$ cat config.mk
export PLATFORM = sky130hd
export DESIGN_NAME = ss_write_sched
export DESIGN_NICKNAME = d
export VERILOG_FILES = /design/src/rtl/ss_pkg.sv /design/src/rtl/ss_write_sched_arb.sv /design/src/rtl/ss_write_sched.sv
export SDC_FILE = /design/constraint.sdc
export NUM_CORES = 1
export LEC_CHECK = 0
export ABC_AREA = 0
export BUFFER_PORTS_ARGS = -buffer_cell sky130_fd_sc_hd__buf_2
export CAP_MARGIN = 20
export CORE_UTILIZATION = 43
export CTS_BUF_LIST = sky130_fd_sc_hd__clkbuf_16
export DETAILED_ROUTE_END_ITERATION = 6
export PLACE_DENSITY = 0.79
export SYNTH_ARGS = -nofsm -noshare
export SYNTH_HDL_FRONTEND = slang
export SYNTH_SLANG_ARGS = --single-unit
$ cat constraint.sdc
create_clock -name i_clk -period 2.25 [get_ports i_clk]
set_input_delay 0.225 -clock i_clk [delete_from_list [all_inputs] [get_ports i_clk]]
set_output_delay 0.225 -clock i_clk [all_outputs]
set_load 0.01 [all_outputs]
$ cat src/rtl/ss_pkg.sv
// Shared types for the segment write scheduler.
// seg_t is sized for the widest supported index; narrower ones zero-extend.
package ss_pkg;

    localparam int N_REQ  = 2;
    localparam int SEG_AW = 16;

    typedef enum logic [2:0] {
        IDLE,
        CHECK,
        START,
        SETTLE,
        RUN,
        ACK
    } state_t;

    typedef struct packed {
        logic [SEG_AW-1:0] si;
        logic [SEG_AW-1:0] ei;
    } seg_t;

endpackage

$ cat src/rtl/ss_write_sched_arb.sv
// Two-way round-robin arbiter; owns the priority pointer.
// The pointer moves to the requester opposite the one just served.
module ss_rr_arb
    import ss_pkg::*;
(
    input  logic             i_clk,
    input  logic             i_rst_n,
    input  logic [N_REQ-1:0] req,
    input  logic             en,
    input  logic             adv,
    input  logic             cur,
    output logic [N_REQ-1:0] gnt
);

    logic ptr;

    always_ff @(posedge i_clk) begin
        if (!i_rst_n) begin
            ptr <= 1'b0;
        end else if (adv) begin
            ptr <= ~cur;
        end
    end

    always_comb begin
        gnt = '0;
        if (en) begin
            if (req[ptr]) begin
                gnt[ptr] = 1'b1;
            end else if (req[~ptr]) begin
                gnt[~ptr] = 1'b1;
            end
        end
    end

endmodule

$ cat src/rtl/ss_write_sched.sv
// Shares one segment write engine between two requesters.
// Engine controls and acks are registered off the current state.
module ss_write_sched
    import ss_pkg::*;
#(
    parameter int SIZE_ADDR  = 6,
    parameter int SIZE_DATA  = 8,
    parameter int SETTLE_CYC = 2
) (
    input  logic                   i_clk,
    input  logic                   i_rst_n,
    input  logic [1:0]             i_req,
    input  logic [2*SIZE_ADDR-1:0] i_si,
    input  logic [2*SIZE_ADDR-1:0] i_ei,
    input  logic [2*SIZE_DATA-1:0] i_data,
    output logic [1:0]             o_ack,
    output logic                   o_err,
    output logic [1:0]             o_gnt,
    output logic                   o_start_write_data,
    output logic                   o_en_write_data,
    output logic [SIZE_ADDR-1:0]   o_si_ram,
    output logic [SIZE_ADDR-1:0]   o_ei_ram,
    output logic [SIZE_DATA-1:0]   o_data_ram,
    input  logic                   i_done_write_data,
    output logic                   o_busy
);

    localparam int SCW = (SETTLE_CYC > 1) ? $clog2(SETTLE_CYC) : 1;

    state_t               state;
    state_t               state_nx;
    seg_t                 seg_q;
    logic [1:0]           arb_gnt;
    logic                 bad_q;
    logic                 bad;
    logic [SCW-1:0]       settle_cnt;
    logic                 settle_last;
    logic                 take;
    logic [SIZE_ADDR-1:0] si_sel;
    logic [SIZE_ADDR-1:0] ei_sel;

    ss_rr_arb u_arb (
        .i_clk   (i_clk),
        .i_rst_n (i_rst_n),
        .req     (i_req),
        .en      (state == IDLE),
        .adv     (state == ACK),
        .cur     (o_gnt[1]),
        .gnt     (arb_gnt)
    );

    assign take        = (state == IDLE) && (|i_req);
    assign bad         = seg_q.si > seg_q.ei;
    assign settle_last = settle_cnt == SCW'(SETTLE_CYC - 1);
    assign o_busy      = state != IDLE;
    assign o_si_ram    = seg_q.si[SIZE_ADDR-1:0];
    assign o_ei_ram    = seg_q.ei[SIZE_ADDR-1:0];

    assign si_sel = arb_gnt[1] ? i_si[2*SIZE_ADDR-1:SIZE_ADDR]
                               : i_si[SIZE_ADDR-1:0];
    assign ei_sel = arb_gnt[1] ? i_ei[2*SIZE_ADDR-1:SIZE_ADDR]
                               : i_ei[SIZE_ADDR-1:0];

    always_comb begin
        state_nx = state;
        unique case (state)
            IDLE:    if (|i_req) state_nx = CHECK;
            CHECK:   state_nx = bad ? ACK : START;
            START:   state_nx = SETTLE;
            SETTLE:  if (settle_last) state_nx = RUN;
            RUN:     if (i_done_write_data) state_nx = ACK;
            ACK:     state_nx = IDLE;
            default: state_nx = IDLE;
        endcase
    end

    always_ff @(posedge i_clk) begin
        if (!i_rst_n) begin
            state              <= IDLE;
            o_gnt              <= '0;
            seg_q              <= '0;
            bad_q              <= 1'b0;
            settle_cnt         <= '0;
            o_start_write_data <= 1'b0;
            o_en_write_data    <= 1'b0;
            o_ack              <= '0;
            o_err              <= 1'b0;
        end else begin
            state <= state_nx;
            if (take) begin
                o_gnt    <= arb_gnt;
                seg_q.si <= SEG_AW'(si_sel);
                seg_q.ei <= SEG_AW'(ei_sel);
            end else if (state == ACK) begin
                o_gnt <= '0;
            end
            if (state == CHECK) begin
                bad_q <= bad;
            end
            settle_cnt <= (state == SETTLE) ? settle_cnt + 1'b1 : '0;
            // Done is only meaningful in RUN; earlier it is stale.
            o_start_write_data <= state == START;
            o_en_write_data    <= (state == SETTLE) ||
                                  ((state == RUN) && !i_done_write_data);
            o_ack <= (state == ACK) ? o_gnt : 2'b00;
            o_err <= (state == ACK) && bad_q;
        end
    end

    always_comb begin
        o_data_ram = '0;
        unique case (1'b1)
            o_gnt[0]: o_data_ram = i_data[SIZE_DATA-1:0];
            o_gnt[1]: o_data_ram = i_data[2*SIZE_DATA-1:SIZE_DATA];
            default: ;
        endcase
    end

endmodule
==> impl_metrics.env, run 1 <==
export IMPL_drtPass1Iterations=4
export IMPL_tightest_slew_ns=0.5864
export IMPL_root_buffer="clkbuf_16"
export IMPL_cts_sinks=25
export IMPL_cellPowerDensity_mw_per_mm2=1251
export IMPL_min_path_type="primary input to flop"
export IMPL_cap_violations=0
export IMPL_io_buffers=72
export IMPL_pwr_share_comb=0.462
export IMPL_synth_ff_type="dfxtp_1"
export IMPL_min_period_ns=1.841
export IMPL_cp_arrival_ns=2.02
export IMPL_initial_core_util=0.4546
export IMPL_fin_crit_sh=0.8183
export IMPL_final_area_mm2=0.001682
export IMPL_design_die_area_mm2=0.003135
export IMPL_status="completed"
export IMPL_slew_headroom=0.6087
export IMPL_ys_warn_count=0
export IMPL_internal_power_w=0.001246
export IMPL_setup_viol=0
export IMPL_synth_avg_cell_area_um2=8.414
export IMPL_drt_total_wl_mm=3.073
export IMPL_ir_worst_vdd_uv=922.7
export IMPL_synth_top_cell_area_share=0.3992
export IMPL_finalClockSkew_ns=0.007590
export IMPL_slew_viol_final=0
export IMPL_syn_area_mm2=0.001254
export IMPL_synth_top_area_cell="dfxtp_1"
export IMPL_synth_nets=200
export IMPL_critPathLaunchType="flop"
export IMPL_vias=1312
export IMPL_die_x_um=56.00
export IMPL_ys_ff_latch=25
export IMPL_clockPowerShare=0.189
export IMPL_clkTransAtPathRegs_ns=0.07
export IMPL_required_ns=2.43
export IMPL_grtUsageTotal=0.1947
export IMPL_drt_initial_drc_count=42
export IMPL_antenna_found_initial=0
export IMPL_p_switching_w=0.0008577
export IMPL_drive_above_1_share=0.3796
export IMPL_fin_setup_tns_ns=0
export IMPL_insertion_delay_ns=0.26
export IMPL_synthTopCellsByArea="dfxtp_1, o221ai_1, a21oi_1"
export IMPL_post_route_drc_count=0
export IMPL_yosysMostFrequentCell="dfxtp_1"
export IMPL_drtAntennaViolNets=0
export IMPL_synth_edff_count=0
export IMPL_ys_seq_area_frac=0.3992
export IMPL_fill_cells=265
export IMPL_post_cts_resized=0
export IMPL_switching_share=0.4078
export IMPL_vias_per_cell=5.312
export IMPL_critical_path_class="flop to flop"
export IMPL_async_reset_ff_frac=0
export IMPL_endpoint_kind="flop"
export IMPL_gp_congestion=0.8098
export IMPL_rrSetupSlack_ns=0.41
export IMPL_hpwl_mm=2.294
export IMPL_grt_pass1_vias=1138
export IMPL_wl_per_cell_um=12.44
export IMPL_area_growth_pct=34.13
export IMPL_ys_top_cells_by_count="dfxtp_1, nand2_1, a21oi_1, nor2_1, o221ai_1"
export IMPL_cts_tree="built"
export IMPL_synth_cells=149
export IMPL_rows=19
export IMPL_clk_path_buf_depth=2
export IMPL_grt_overflow=0
export IMPL_cp_max_fo=3
export IMPL_chipHeight_um=56.00
export IMPL_core_area_mm2=0.002758
export IMPL_p_leak_nw=0.8129
export IMPL_rsz0062_at_grt="no"
export IMPL_cts_buffers_inserted=3
export IMPL_grt_max_degree=20
export IMPL_hold_buffers=0
export IMPL_max_freq_mhz=543.1
export IMPL_placed_area_mm2=0.001594
export IMPL_grt_pass1_wl_mm=4.988
export IMPL_final_util=0.6098
export IMPL_hold_viol=0
export IMPL_htree_levels=1
export IMPL_sequentialPowerShare=0.349
export IMPL_fin_nets=268
export IMPL_postCtsSetupRepairBufs=0
export IMPL_io_pins=73
export IMPL_yosysUniqueCellTypes=30
export IMPL_antennaDiodeCount=0
[cells by family (layout without fill, tap and decap cells)]
kind of cell,Yosys count,count (layout),share of synthesized area
compound gates,48,48,0.2675
fa+ha+maj,6,6,0.05988
buf+inv,22,89,0.08582
flops,25,25,0.3992
mux,1,1,0.007984
simple gates,47,47,0.1796
[metrics by stage]
step                hold slack (ns)  instances  power, W  setup slack, ns
floorplan                    0.3775        149  0.001442           0.5112
global placement             0.4525        242  0.001691           0.4867
detailed placement           0.4588        242  0.001707           0.4036
CTS                          0.2587        246  0.002113           0.3981
global route                 0.2814        247  0.002275           0.2249
finish                       0.2609        247  0.002103           0.4087
[worst paths after layout]
check,start,endpoint,cells after the start
min reg2reg,o_ei_ram[2],o_ei_ram[2],2
max,o_ei_ram[5],state[2],7
max reg2reg,o_ei_ram[5],state[2],7
min,i_rst_n,o_ack[1],2
[flip-flops by register name, indices dropped and copies added (netlist names)]
register and flops:
o_ack 2, o_err 1, o_en_write_data 1, u_arb.ptr 1
settle_cnt 1, state 3, o_ei_ram 6, o_start_write_data 1
o_si_ram 6, bad_q 1, o_gnt 2
[final cells by class]
type,instances,area [µm²],area share
multi-input combinational,102,645.6,0.3839
sequential,25,500.5,0.2976
timing repair buffer,74,372.9,0.2217
clock buffer,3,75.07,0.04464
inverter,11,41.29,0.02455
tap,31,38.79,0.02307
clock inverter,1,7.507,0.004464
[critical path, stage by stage, from the launching register on]
cell and delay (ns):
dfxtp_1 0.36, inv_1 0.05, ha_1 0.30, nand4_1 0.12, a21oi_1 0.14, a2111oi_1 0.09, or4_1 0.55, a31oi_1 0.15
[power groups by stage]
stage	Clock (W)	Combinational [W]	Sequential, W
floorplan	0	0.000746	0.000696
global placement	0	0.000954	0.000737
detailed placement	0	0.000966	0.000741
CTS	0.000407	0.000972	0.000734
global route	0.000418	0.00110	0.000759
finish	0.000397	0.000972	0.000734
[cell usage in the layout (no fill, tap or decap), drive strengths merged, types with 3 or more instances in the layout]
cell type,synthesis,layout
buf,7,74
dfxtp,25,25
a21oi,18,18
ha,6,6
nand2,19,19
clkbuf,4,3
nor2,14,14
nor3,4,4
nand2b,3,3
a22o,8,8
o21ai,3,3
inv,10,10
o221ai,11,11
and3,3,3
[layer usage]
layer  routed length, µm  part of all wire  GRT usage  vias to the layer above
met3                 181             0.059    0.04419                        0
met1                1406              0.46     0.2533                      597
met2                1485              0.48     0.3350                       44
li1                    -                 -          -                      671
met4                   0                 0    0.03136                        0
met5                   0                 0          0                        -
Note: power is estimated with default switching activity, not from simulation.
==> inputs of run 2 (changes only) <==
Clock period 2.25 ns to 1.8 ns, I/O delays scaled along.
==> run 2 against run 1 <==
Compared with the run above: sequential share of layout area down 1.4 points; core utilization up 3.6 points; worst hold slack worse by 0.043 ns; power up 40%; setup slack worse by 0.39 ns; critical path type unchanged; critical endpoint is now bad_q; maximum frequency up 3.3%.
==> impl_metrics.env, run 2 (synthesized netlist as in run 1, its figures left out) <==
export IMPL_finalPower_w=0.002940
export IMPL_critPathMostFrequentCell="a21oi_2"
export IMPL_critPathLaunchType="flop"
export IMPL_grt_overflow=0
export IMPL_fin_crit_sh=0.9906
export IMPL_chipHeight_um=56.00
export IMPL_tightest_slew_ns=0.5244
export IMPL_required_ns=1.97
export IMPL_critical_path_class="flop to flop"
export IMPL_p_leak_nw=0.8586
export IMPL_status="completed"
export IMPL_grt_max_degree=20
export IMPL_clkTransAtPathRegs_ns=0.06
export IMPL_rsz0062_at_grt="yes"
export IMPL_grt_pass1_wl_mm=5.092
export IMPL_drt_total_wl_mm=3.233
export IMPL_drive_above_1_share=0.4439
export IMPL_fill_cells=248
export IMPL_area_growth_pct=42.02
export IMPL_final_common_cell="buf_2"
export IMPL_rows=19
export IMPL_core_area_mm2=0.002758
export IMPL_design_die_area_mm2=0.003135
export IMPL_hpwl_mm=2.354
export IMPL_dpl_worst_slack_ns=-0.06566
export IMPL_finalClockSkew_ns=0.001539
export IMPL_fin_nets=275
export IMPL_multi_input_area_um2=686.9
export IMPL_cap_violations=0
export IMPL_io_pins=73
export IMPL_drt_initial_drc_count=32
export IMPL_grt_pass1_vias=1210
export IMPL_htree_levels=1
export IMPL_fin_ws_ns=0.01691
export IMPL_final_area_mm2=0.001780
export IMPL_min_path_type="primary input to flop"
export IMPL_hold_viol=0
export IMPL_slew_headroom=0.6482
export IMPL_placed_area_mm2=0.001632
export IMPL_seq_area_um2=505.5
export IMPL_slew_viol_final=0
export IMPL_insertion_delay_ns=0.26
export IMPL_max_freq_mhz=560.8
export IMPL_setup_viol=0
export IMPL_hold_buffers=0
export IMPL_layout_common_cells="buf_2, dfxtp_1, nand2_1"
export IMPL_io_buffers=72
export IMPL_cts_buffers_inserted=3
export IMPL_crit_path_top_delay_cell="or4_4"
export IMPL_wl_per_cell_um=12.73
export IMPL_clk_path_buf_depth=2
export IMPL_numPlacedInstances=247
export IMPL_initial_core_util=0.4546
export IMPL_crit_path_max_incr_delay_ns=0.53
export IMPL_fin_cells=254
export IMPL_vias_per_cell=5.248
export IMPL_antennaDiodeCount=0
export IMPL_die_x_um=56.00
export IMPL_rrSetupSlack_ns=0.02
export IMPL_ir_worst_vdd_uv=1017
export IMPL_endpoint_kind="flop"
export IMPL_vias=1333
export IMPL_gp_congestion=0.8364
export IMPL_root_buffer="clkbuf_16"
export IMPL_min_period_ns=1.783
export IMPL_post_route_drc_count=0
export IMPL_grtUsageTotal=0.2023
export IMPL_cts_sinks=25
export IMPL_antenna_found_initial=0
export IMPL_cellPowerDensity_mw_per_mm2=1652
export IMPL_cts_tree="built"
export IMPL_cp_arrival_ns=1.96
export IMPL_cp_max_fo=2
export IMPL_path_cells="inv_1 -> ha_1 -> nand4_1 -> a21oi_2 -> a2111oi_2 -> or4_4 -> a21oi_2"
export IMPL_drtAntennaViolNets=0
export IMPL_drtPass1Iterations=4
-- run 2: cell count changes in the layout (fill, tap and decap cells not counted), moves of 2 or more --
cell     change
ha_1         -2
dfxtp_1      -4
a21oi_1      -2
buf_4        +8
ha_4         +2
a21oi_2      +2
dfxtp_2      +4
-- run 2: routing by layer --
metal | routed length [µm] | up-vias | track usage
met5 | 0 | - | 0
li1 | - | 687 | -
met1 | 1409 | 603 | 0.2456
met3 | 142 | 4 | 0.03953
met2 | 1656 | 39 | 0.3622
met4 | 25 | 0 | 0.05575
-- run 2: path summary, 6_finish.rpt --
check / start / endpoint / cells past startpoint
max: o_ei_ram[4] / bad_q / 7
min: i_rst_n / o_ack[0] / 2
max reg2reg: o_ei_ram[4] / bad_q / 7
min reg2reg: o_ei_ram[1] / o_ei_ram[1] / 2
-- run 2: stage by stage --
stage	TNS, ns	util	hold slack [ns]
floorplan	0	-	0.3325
global placement	0	0.5917	0.4541
detailed placement	-0.1360	0.5917	0.4636
CTS	0	0.6239	0.2212
global route	-0.06001	0.6456	0.2289
finish	0	0.6456	0.2175
-- run 2: worst max-delay path: cells and delay by family (launching register included) --
kind | cells | cell delay, ns
and+or+nand+nor | 2 | 0.66
AOI/OAI and AO/OA | 3 | 0.39
DFF | 1 | 0.33
adders and majority gates | 1 | 0.29
buffers and inverters | 1 | 0.04
-- run 2: cell type report --
class | instances | area share
clock buffers | 3 | 0.04216
clock inverters | 1 | 0.002811
inverters | 11 | 0.02319
multi-input cells | 102 | 0.3858
flip-flops and latches | 25 | 0.2839
well taps | 31 | 0.02178
repair buffers | 81 | 0.2403
-- run 2: where the power goes --
part           switching, W  internal (W)  total (W)
Clock              0.000192      0.000299   0.000491
Combinational      0.000783      0.000738    0.00152
Sequential         0.000202      0.000726   0.000929
Total               0.00118       0.00176    0.00294
-- run 2: what timing repair did --
item,4_1_cts,5_1_grt
setup buffers,0,3
gates resized for setup,2,8
pin swaps,1,3
hold endpoints to repair,0,0
endpoints found under the setup margin,4,3
==> inputs of run 3 (changes only) <==
==> constraint.sdc (replaced) <==
create_clock -name i_clk -period 1.8 [get_ports i_clk]
set_input_delay 0.27 -clock i_clk [delete_from_list [all_inputs] [get_ports i_clk]]
set_output_delay 0.27 -clock i_clk [all_outputs]
set_load 0.01 [all_outputs]
==> run 3 against run 2 <==
Compared with the run above: power fell by 4.3%; global-route usage is 0.90 points lower; die area did not move; clock power is 2% higher; final cell count is 0.79% lower.
==> impl_metrics.env, run 3 (synthesized netlist as in run 1, its figures left out) <==
export IMPL_status="completed"
export IMPL_area_growth_pct=39.02
export IMPL_vias_per_cell=5.306
export IMPL_root_buffer="clkbuf_16"
export IMPL_rrSetupSlack_ns=0.11
export IMPL_antenna_found_initial=0
export IMPL_setup_viol=0
export IMPL_fill_cells=248
export IMPL_min_period_ns=1.695
export IMPL_grt_pass1_vias=1183
export IMPL_timing_hold_ws_ns=0.3007
export IMPL_tightest_slew_ns=0.3851
export IMPL_endpoint_kind="flop"
export IMPL_slew_headroom=0.7429
export IMPL_drtAntennaViolNets=0
export IMPL_final_common_cell="buf_2"
export IMPL_gp_congestion=0.8345
export IMPL_p_leak_nw=0.8409
export IMPL_cts_buffers_inserted=3
export IMPL_finalClockSkew_ns=0.007092
export IMPL_numPlacedInstances=248
export IMPL_cap_violations=0
export IMPL_cp_max_fo=2
export IMPL_grt_max_degree=20
export IMPL_max_freq_mhz=590.0
export IMPL_hold_viol=0
export IMPL_cellPowerDensity_mw_per_mm2=1615
export IMPL_fin_crit_sh=0.9416
export IMPL_htree_levels=1
export IMPL_hp_start="i_rst_n"
export IMPL_fin_nets=273
export IMPL_vias=1337
export IMPL_drive_above_1_share=0.4072
export IMPL_initial_core_util=0.4546
export IMPL_cp_arrival_ns=1.85
export IMPL_ir_worst_vdd_uv=1242
export IMPL_die_x_um=56.00
export IMPL_min_path_type="primary input to flop"
export IMPL_clk_path_buf_depth=2
export IMPL_rsz0062_at_grt="no"
export IMPL_post_route_drc_count=0
export IMPL_critPathLaunchType="flop"
export IMPL_r2r_start="o_ei_ram[3]"
export IMPL_slew_viol_final=0
export IMPL_chipHeight_um=56.00
export IMPL_cts_sinks=25
export IMPL_core_area_mm2=0.002758
export IMPL_antennaDiodeCount=0
export IMPL_wl_per_cell_um=12.51
export IMPL_grtUsageTotal=0.1932
export IMPL_required_ns=1.95
export IMPL_io_buffers=72
export IMPL_crit_start="o_ei_ram[3]"
export IMPL_fin_cells=252
export IMPL_insertion_delay_ns=0.26
export IMPL_design_die_area_mm2=0.003135
export IMPL_grt_overflow=0
export IMPL_cts_tree="built"
export IMPL_io_pins=73
export IMPL_grt_pass1_wl_mm=4.947
export IMPL_critical_path_class="flop to flop"
export IMPL_clkTransAtPathRegs_ns=0.07
export IMPL_rows=19
export IMPL_layout_common_cells="buf_2, dfxtp_1, nand2_1"
export IMPL_drt_total_wl_mm=3.153
export IMPL_hpwl_mm=2.358
export IMPL_drt_initial_drc_count=45
export IMPL_drtPass1Iterations=4
run 3: metal layers:
layer  track usage  routed length (µm)  vias to the layer above
met3       0.06047                 174                        0
li1              -                   -                      684
met2        0.3418                1566                       34
met4       0.02439                   0                        0
met1        0.2357                1412                      619
met5             0                   0                        -
run 3: repair_timing:
item                                    in CTS  in global routing
resized for setup                            0                  3
pin swaps                                    0                  2
endpoints found under the setup margin       3                  4
setup buffers                                0                  0
hold buffers                                 0                  0
run 3: power by group:
group / internal, W / switching (W) / total, W
clock: 0.000302 / 0.000200 / 0.000502
combinational: 0.000657 / 0.000734 / 0.00139
sequential: 0.000719 / 0.000202 / 0.000921
total: 0.00168 / 0.00114 / 0.00281
run 3: final timing paths:
kind	cells after the start	end
max reg2reg	8	state[0]
max	8	state[0]
min reg2reg	2	o_ei_ram[1]
min	2	o_ack[1]
run 3: cell type report:
cell class / instances / area, µm² / area share
timing repair buffer: 79 / 412.9 / 0.2369
tap: 31 / 38.79 / 0.02225
sequential: 25 / 500.5 / 0.2872
inverter: 11 / 41.29 / 0.02369
clock inverter: 1 / 7.507 / 0.004307
clock buffer: 3 / 75.07 / 0.04307
multi-input combinational: 102 / 666.9 / 0.3826
run 3: metrics by stage:
stage	utilization	power, W	area (µm²)	setup WS (ns)	setup TNS (ns)
CTS	0.6243	0.002765	1722	-0.02615	-0.05087
floorplan	-	0.001803	1254	0.06117	0
global placement	0.5944	0.002216	1639	0.06857	0
finish	0.6320	0.002814	1743	0.1051	0
detailed placement	0.5944	0.002254	1639	-0.01660	-0.01660
global route	0.6320	0.003020	1743	0.01485	0
run 3: worst max-delay path: stages, from the launching register on:
cell,delay [ns]
dfxtp_1,0.34
inv_1,0.05
ha_1,0.29
a21oi_1,0.14
nor2_1,0.07
a2111oi_2,0.33
buf_4,0.18
o311a_1,0.15
nor3_1,0.04
